--- src/rtl/alu_share_arbiter_pkg.sv ---
// rtl/alu_share_arbiter_pkg.sv - shared encodings for the shared add/subtract arbiter
package alu_share_arbiter_pkg;

    typedef enum logic [1:0] {
        IDLE = 2'd0,
        EXEC = 2'd1,
        RESP = 2'd2
    } state_t;

    localparam logic OP_ADD = 1'b0;
    localparam logic OP_SUB = 1'b1;

    localparam logic REQ0 = 1'b0;
    localparam logic REQ1 = 1'b1;

endpackage

--- src/rtl/alu_addsub.sv ---
// rtl/alu_addsub.sv - combinational WIDTH+1 bit add/subtract with carry and zero flags
module alu_addsub
    import alu_share_arbiter_pkg::*;
#(
    parameter int WIDTH = 32
) (
    input  logic             op,
    input  logic [WIDTH-1:0] a,
    input  logic [WIDTH-1:0] b,
    output logic [WIDTH-1:0] sum,
    output logic             carry,
    output logic             zero
);

    logic [WIDTH-1:0] b_eff;
    logic [WIDTH:0]   full;

    // Subtract as A + ~B + 1 so the top bit reads as "no borrow" (A >= B unsigned).
    always_comb begin
        b_eff = (op == OP_SUB) ? ~b : b;
        full  = {1'b0, a} + {1'b0, b_eff} + {{WIDTH{1'b0}}, (op == OP_SUB)};
    end

    assign sum   = full[WIDTH-1:0];
    assign carry = full[WIDTH];
    assign zero  = (full[WIDTH-1:0] == '0);

endmodule

--- src/rtl/alu_share_arbiter.sv ---
// rtl/alu_share_arbiter.sv - round-robin sharing of one add/subtract datapath between two requesters
module alu_share_arbiter
    import alu_share_arbiter_pkg::*;
#(
    parameter int WIDTH = 32
) (
    input  logic             clk,
    input  logic             reset,
    input  logic             req0_valid,
    output logic             req0_ready,
    input  logic             req0_op,
    input  logic [WIDTH-1:0] req0_a,
    input  logic [WIDTH-1:0] req0_b,
    input  logic             req1_valid,
    output logic             req1_ready,
    input  logic             req1_op,
    input  logic [WIDTH-1:0] req1_a,
    input  logic [WIDTH-1:0] req1_b,
    output logic             resp0_valid,
    input  logic             resp0_ready,
    output logic             resp1_valid,
    input  logic             resp1_ready,
    output logic [WIDTH-1:0] resp_data,
    output logic             resp_carry,
    output logic             resp_zero,
    output logic             busy
);

    state_t           state;
    logic             ptr;
    logic             owner;
    logic             op_r;
    logic [WIDTH-1:0] a_r;
    logic [WIDTH-1:0] b_r;

    logic             grant_any;
    logic             grant_id;
    logic [WIDTH-1:0] alu_sum;
    logic             alu_carry;
    logic             alu_zero;

    // A lone valid requester wins outright; the pointer only breaks ties.
    always_comb begin
        grant_any = 1'b0;
        grant_id  = REQ0;
        if (state == IDLE) begin
            if (req0_valid && req1_valid) begin
                grant_any = 1'b1;
                grant_id  = ptr;
            end else if (req0_valid) begin
                grant_any = 1'b1;
                grant_id  = REQ0;
            end else if (req1_valid) begin
                grant_any = 1'b1;
                grant_id  = REQ1;
            end
        end
    end

    assign req0_ready = grant_any && (grant_id == REQ0);
    assign req1_ready = grant_any && (grant_id == REQ1);
    assign busy       = (state != IDLE);

    alu_addsub #(
        .WIDTH (WIDTH)
    ) u_alu (
        .op    (op_r),
        .a     (a_r),
        .b     (b_r),
        .sum   (alu_sum),
        .carry (alu_carry),
        .zero  (alu_zero)
    );

    always_ff @(posedge clk or posedge reset) begin
        if (reset) begin
            state       <= IDLE;
            ptr         <= REQ0;
            owner       <= REQ0;
            op_r        <= 1'b0;
            a_r         <= '0;
            b_r         <= '0;
            resp0_valid <= 1'b0;
            resp1_valid <= 1'b0;
            resp_data   <= '0;
            resp_carry  <= 1'b0;
            resp_zero   <= 1'b0;
        end else begin
            case (state)
                IDLE: begin
                    if (grant_any) begin
                        a_r   <= (grant_id == REQ1) ? req1_a  : req0_a;
                        b_r   <= (grant_id == REQ1) ? req1_b  : req0_b;
                        op_r  <= (grant_id == REQ1) ? req1_op : req0_op;
                        owner <= grant_id;
                        ptr   <= ~grant_id;
                        state <= EXEC;
                    end
                end
                EXEC: begin
                    resp_data   <= alu_sum;
                    resp_carry  <= alu_carry;
                    resp_zero   <= alu_zero;
                    resp0_valid <= (owner == REQ0);
                    resp1_valid <= (owner == REQ1);
                    state       <= RESP;
                end
                RESP: begin
                    // Only the owner's ready retires the result.
                    if ((owner == REQ0 && resp0_ready) || (owner == REQ1 && resp1_ready)) begin
                        resp0_valid <= 1'b0;
                        resp1_valid <= 1'b0;
                        state       <= IDLE;
                    end
                end
                default: state <= IDLE;
            endcase
        end
    end

endmodule

--- config.mk ---
export PLATFORM = sky130hd
export DESIGN_NAME = alu_share_arbiter
export DESIGN_NICKNAME = d
export VERILOG_FILES = /design/src/rtl/alu_share_arbiter_pkg.sv /design/src/rtl/alu_addsub.sv /design/src/rtl/alu_share_arbiter.sv
export SDC_FILE = /design/constraint.sdc
export NUM_CORES = 1
export LEC_CHECK = 0
export CORE_ASPECT_RATIO = 1.75
export CORE_MARGIN = 8
export CORE_UTILIZATION = 39
export CTS_CLUSTER_SIZE = 30
export DETAILED_ROUTE_END_ITERATION = 12
export DONT_BUFFER_PORTS = 1
export SLEW_MARGIN = 10
export SYNTH_ARGS = -nofsm -noshare
export SYNTH_HDL_FRONTEND = slang
export SYNTH_SLANG_ARGS = --single-unit
export TNS_END_PERCENT = 5
--- constraint.sdc ---
create_clock -name clk -period 4.4 [get_ports clk]
set_clock_uncertainty 0.2 [all_clocks]
set_input_delay 0.88 -clock clk [delete_from_list [all_inputs] [get_ports clk]]
set_output_delay 0.88 -clock clk [all_outputs]
set_load 0.02 [all_outputs]
==> results.md <==
* Asr flop ratio synth at 100%
* Row count at 64
* Minimum clock period at 3.94 ns
* Cell count after synthesis at 797
* Vias per cell at 5.66
* Register area at 2630 um^2
* Global-route wire length before repair at 31.4 mm
* WP data required at around 4.5 ns
* Maxcap violations at 0
* Critical path class: reg -> reg
* Post-synth top cells: 204 x nand2_1, 105 x dfrtp_1, 65 x a22oi_1, 39 x o21ai_0, 39 x xor2_1
* Post-route DRC at 0
* Port bufs at 0
* Pins Over Slew Limit at 0
* Final wirelength at between 15 and 20 mm
* Routed via count at between 5,000 and 6,000
* Clk buf depth at 2
* Top achievable clock speed at 254 MHz
* Critical Path Start Type: flop
* Met3 wire length at ~1.5 mm
* Post-synth EDFFs at 0
* Vias in the first global route at roughly 5,700
* Area grow syn2layout at 6.93%
* I/O pins at 175
* Area of the multi-input gates at 3960 um^2
* CTS tree: done
* Cts bufs inserted at 9
* Worst skew pair latency at about 0.37 ns
* Net Count, Synth at around 970
* Most frequent cell after synthesis: nand2_1
* CP cell instances: buf_4 > xor2_1 > ha_1 > a21o_1 > a21o_1 > a211oi_1 > o22ai_1 > o21ai_1 > mux2i_1 > a2111oi_0 > nand3_1 > o21ai_1
* WL/cell at 19.6 um
* Top Metal Used: met4
* Initial antenna violation count at 0
* # setup viols final at 0
* Largest net degree at the start of global routing at between 60 and 70
* Setup Fix Bufs, Post-CTS at 0
* Core area at 17,300 um^2
* WP data arrival at between 4 and 5 ns
* Top-area cell type share of the netlist area at about two fifths
* Syn. warnings at 0
* Clock slew seen by the registers of the worst setup and hold paths at ~0.07 ns
* Max-slew headroom at around 52%
* Critical Path Max Stage Delay at between 0.7 and 0.8 ns
* Setup TNS Final at 0 ns
* Setup ws final at 0.459 ns
* Die Y at ~190 um
* RSZ-0062 raised after global routing: false
* Placer Congestion at about 0.90
* Syn_area_per_cell at about 8.6 um^2
* Layout fillers at about 1,800
* Total congestion overflow at 0
* Crit. End Element: flop
* Metal-1 WL at about 8.0 mm
* Antenna Cells at 0
* Share of layout cells above drive strength 1 at approximately 7.2%
* Post-CTS Hold Fix Bufs at 0
* Hpwl dp at around 16 mm
* Synth area leader: dfrtp_1
* Final hold violation count at 0
* Cell area after synthesis at approximately 7000 um^2
* Drt pass-1 iters at 5
* Synth area leaders: dfrtp_1 38%, nand2_1 11%, a22oi_1 7.1%
* Met2 WL at roughly 9.7 mm
* Die Area at 22,200 um^2
* Worst-margin pin slew at 0.698 ns
* Die width at roughly 120 um
* Fin crit share at approximately 90%
* Crit Path Max Fanout at 21
* Initial core utilization at between 30% and 40%
* Post-DRT Antenna Nets at 0
* Status: finished clean
* Gr usage total at between 10% and 20%
* Post-synthesis sequential area ratio at roughly 38%
* Register bit total from synthesis at approximately 110
* CTS sink count at roughly 110
* Netlist cell types at 76
* Critical Path Slowest Stage Cell: dfrtp_2
* Hold Path Class: in -> async
* DR iter-0 viols at between 300 and 400
* Post-CTS Resized at 0
* Number of H-tree levels at 3
* Setup WS pre-CTS at 0.484 ns
* Root buffer cell: clkbuf_16
* Primary FF master, synth: dfrtp_1
* Nets at 941
==> critical path: cells and delay by family, from the launching register on <==
family	cells	cell delay, ns
AO/OA/AOI/OAI	7	1.81
XOR/XNOR	1	0.17
adder cells (fa/ha/maj)	1	0.38
buffers and inverters	1	0.33
flip-flops	1	0.72
multiplexers	1	0.09
AND/OR/NAND/NOR	1	0.14
==> cell type report <==
cell class              instances  share of cell area, %
repair buffers                  9                  0.925
clock buffers                  10                   3.27
clock inverters                 6                  0.686
flip-flops and latches        105                   36.0
well taps                     231                   3.96
inverters                      18                  0.960
multi-input cells             627                   54.2
==> stage by stage <==
stage | hold slack, ns | util [%] | instances | area [um^2]
finish | 0.200 | 42.2 | 1006 | 7300
global route | 0.244 | 42.2 | 1006 | 7300
CTS | 0.222 | 42.2 | 1006 | 7300
detailed placement | 0.262 | 40.5 | 990 | 7010
global placement | 0.261 | 40.5 | 990 | 7010
floorplan | 0.244 | - | 797 | 6830
==> layout by cell type (no fill, tap or decap), types with 4 or more instances in the layout <==
cell type | Yosys | final
dfrtp_1 | 105 | 104
o21ai_0 | 39 | 39
nor3_1 | 15 | 15
ha_1 | 34 | 34
xnor2_1 | 7 | 7
o22ai_1 | 5 | 5
a22oi_1 | 65 | 65
nand2_1 | 204 | 204
and2_1 | 4 | 4
clkbuf_16 | 0 | 9
o31ai_1 | 7 | 7
nor2_1 | 29 | 27
nand4_1 | 14 | 14
mux2i_1 | 4 | 4
and3_1 | 5 | 5
o21a_1 | 4 | 4
inv_1 | 18 | 17
nor2b_1 | 6 | 6
a21o_1 | 12 | 12
buf_4 | 0 | 9
o21ai_1 | 7 | 6
or3_1 | 6 | 6
xor2_1 | 39 | 39
nor4_1 | 4 | 4
nand3_1 | 10 | 10
a21oi_1 | 35 | 35
==> path summary, 6_finish.rpt <==
check	slack, ns	cells past startpoint	to	startpoint
min reg2reg	0.28	1	ptr	ptr
max	0.46	12	resp_zero	op_r
min in group clk	0.28	1	ptr	ptr
max reg2reg	0.46	12	resp_zero	op_r
max in group asynchronous	2.90	2	resp_data[1]	reset
min	0.20	1	a_r[21]	reset
==> cells by family after synthesis <==
kind of cell	Yosys count	share of synthesized area (%)
AND/OR/NAND/NOR	312	20.1
AO/OA/AOI/OAI	228	23.9
flip-flops	105	38.5
buffers and inverters	65	3.99
XOR/XNOR	46	5.90
adder cells (fa/ha/maj)	35	6.52
multiplexers	6	1.08
==> flip-flops by register name, summed over array words and instances (netlist names) <==
name,flops
ptr,1
b_r,32
state,2
resp0_valid,1
resp_data,32
resp_carry,1
owner,1
resp_zero,1
op_r,1
a_r,32
resp1_valid,1
==> layer usage <==
layer,track usage [%],vias to the layer above
met3,4.97,25
li1,-,2814
met4,6.87,0
met2,29.5,162
met5,0,-
met1,22.0,2695
Power is not shown: default switching activity piles up to over one toggle a cycle in this logic, so the estimate is an artifact.
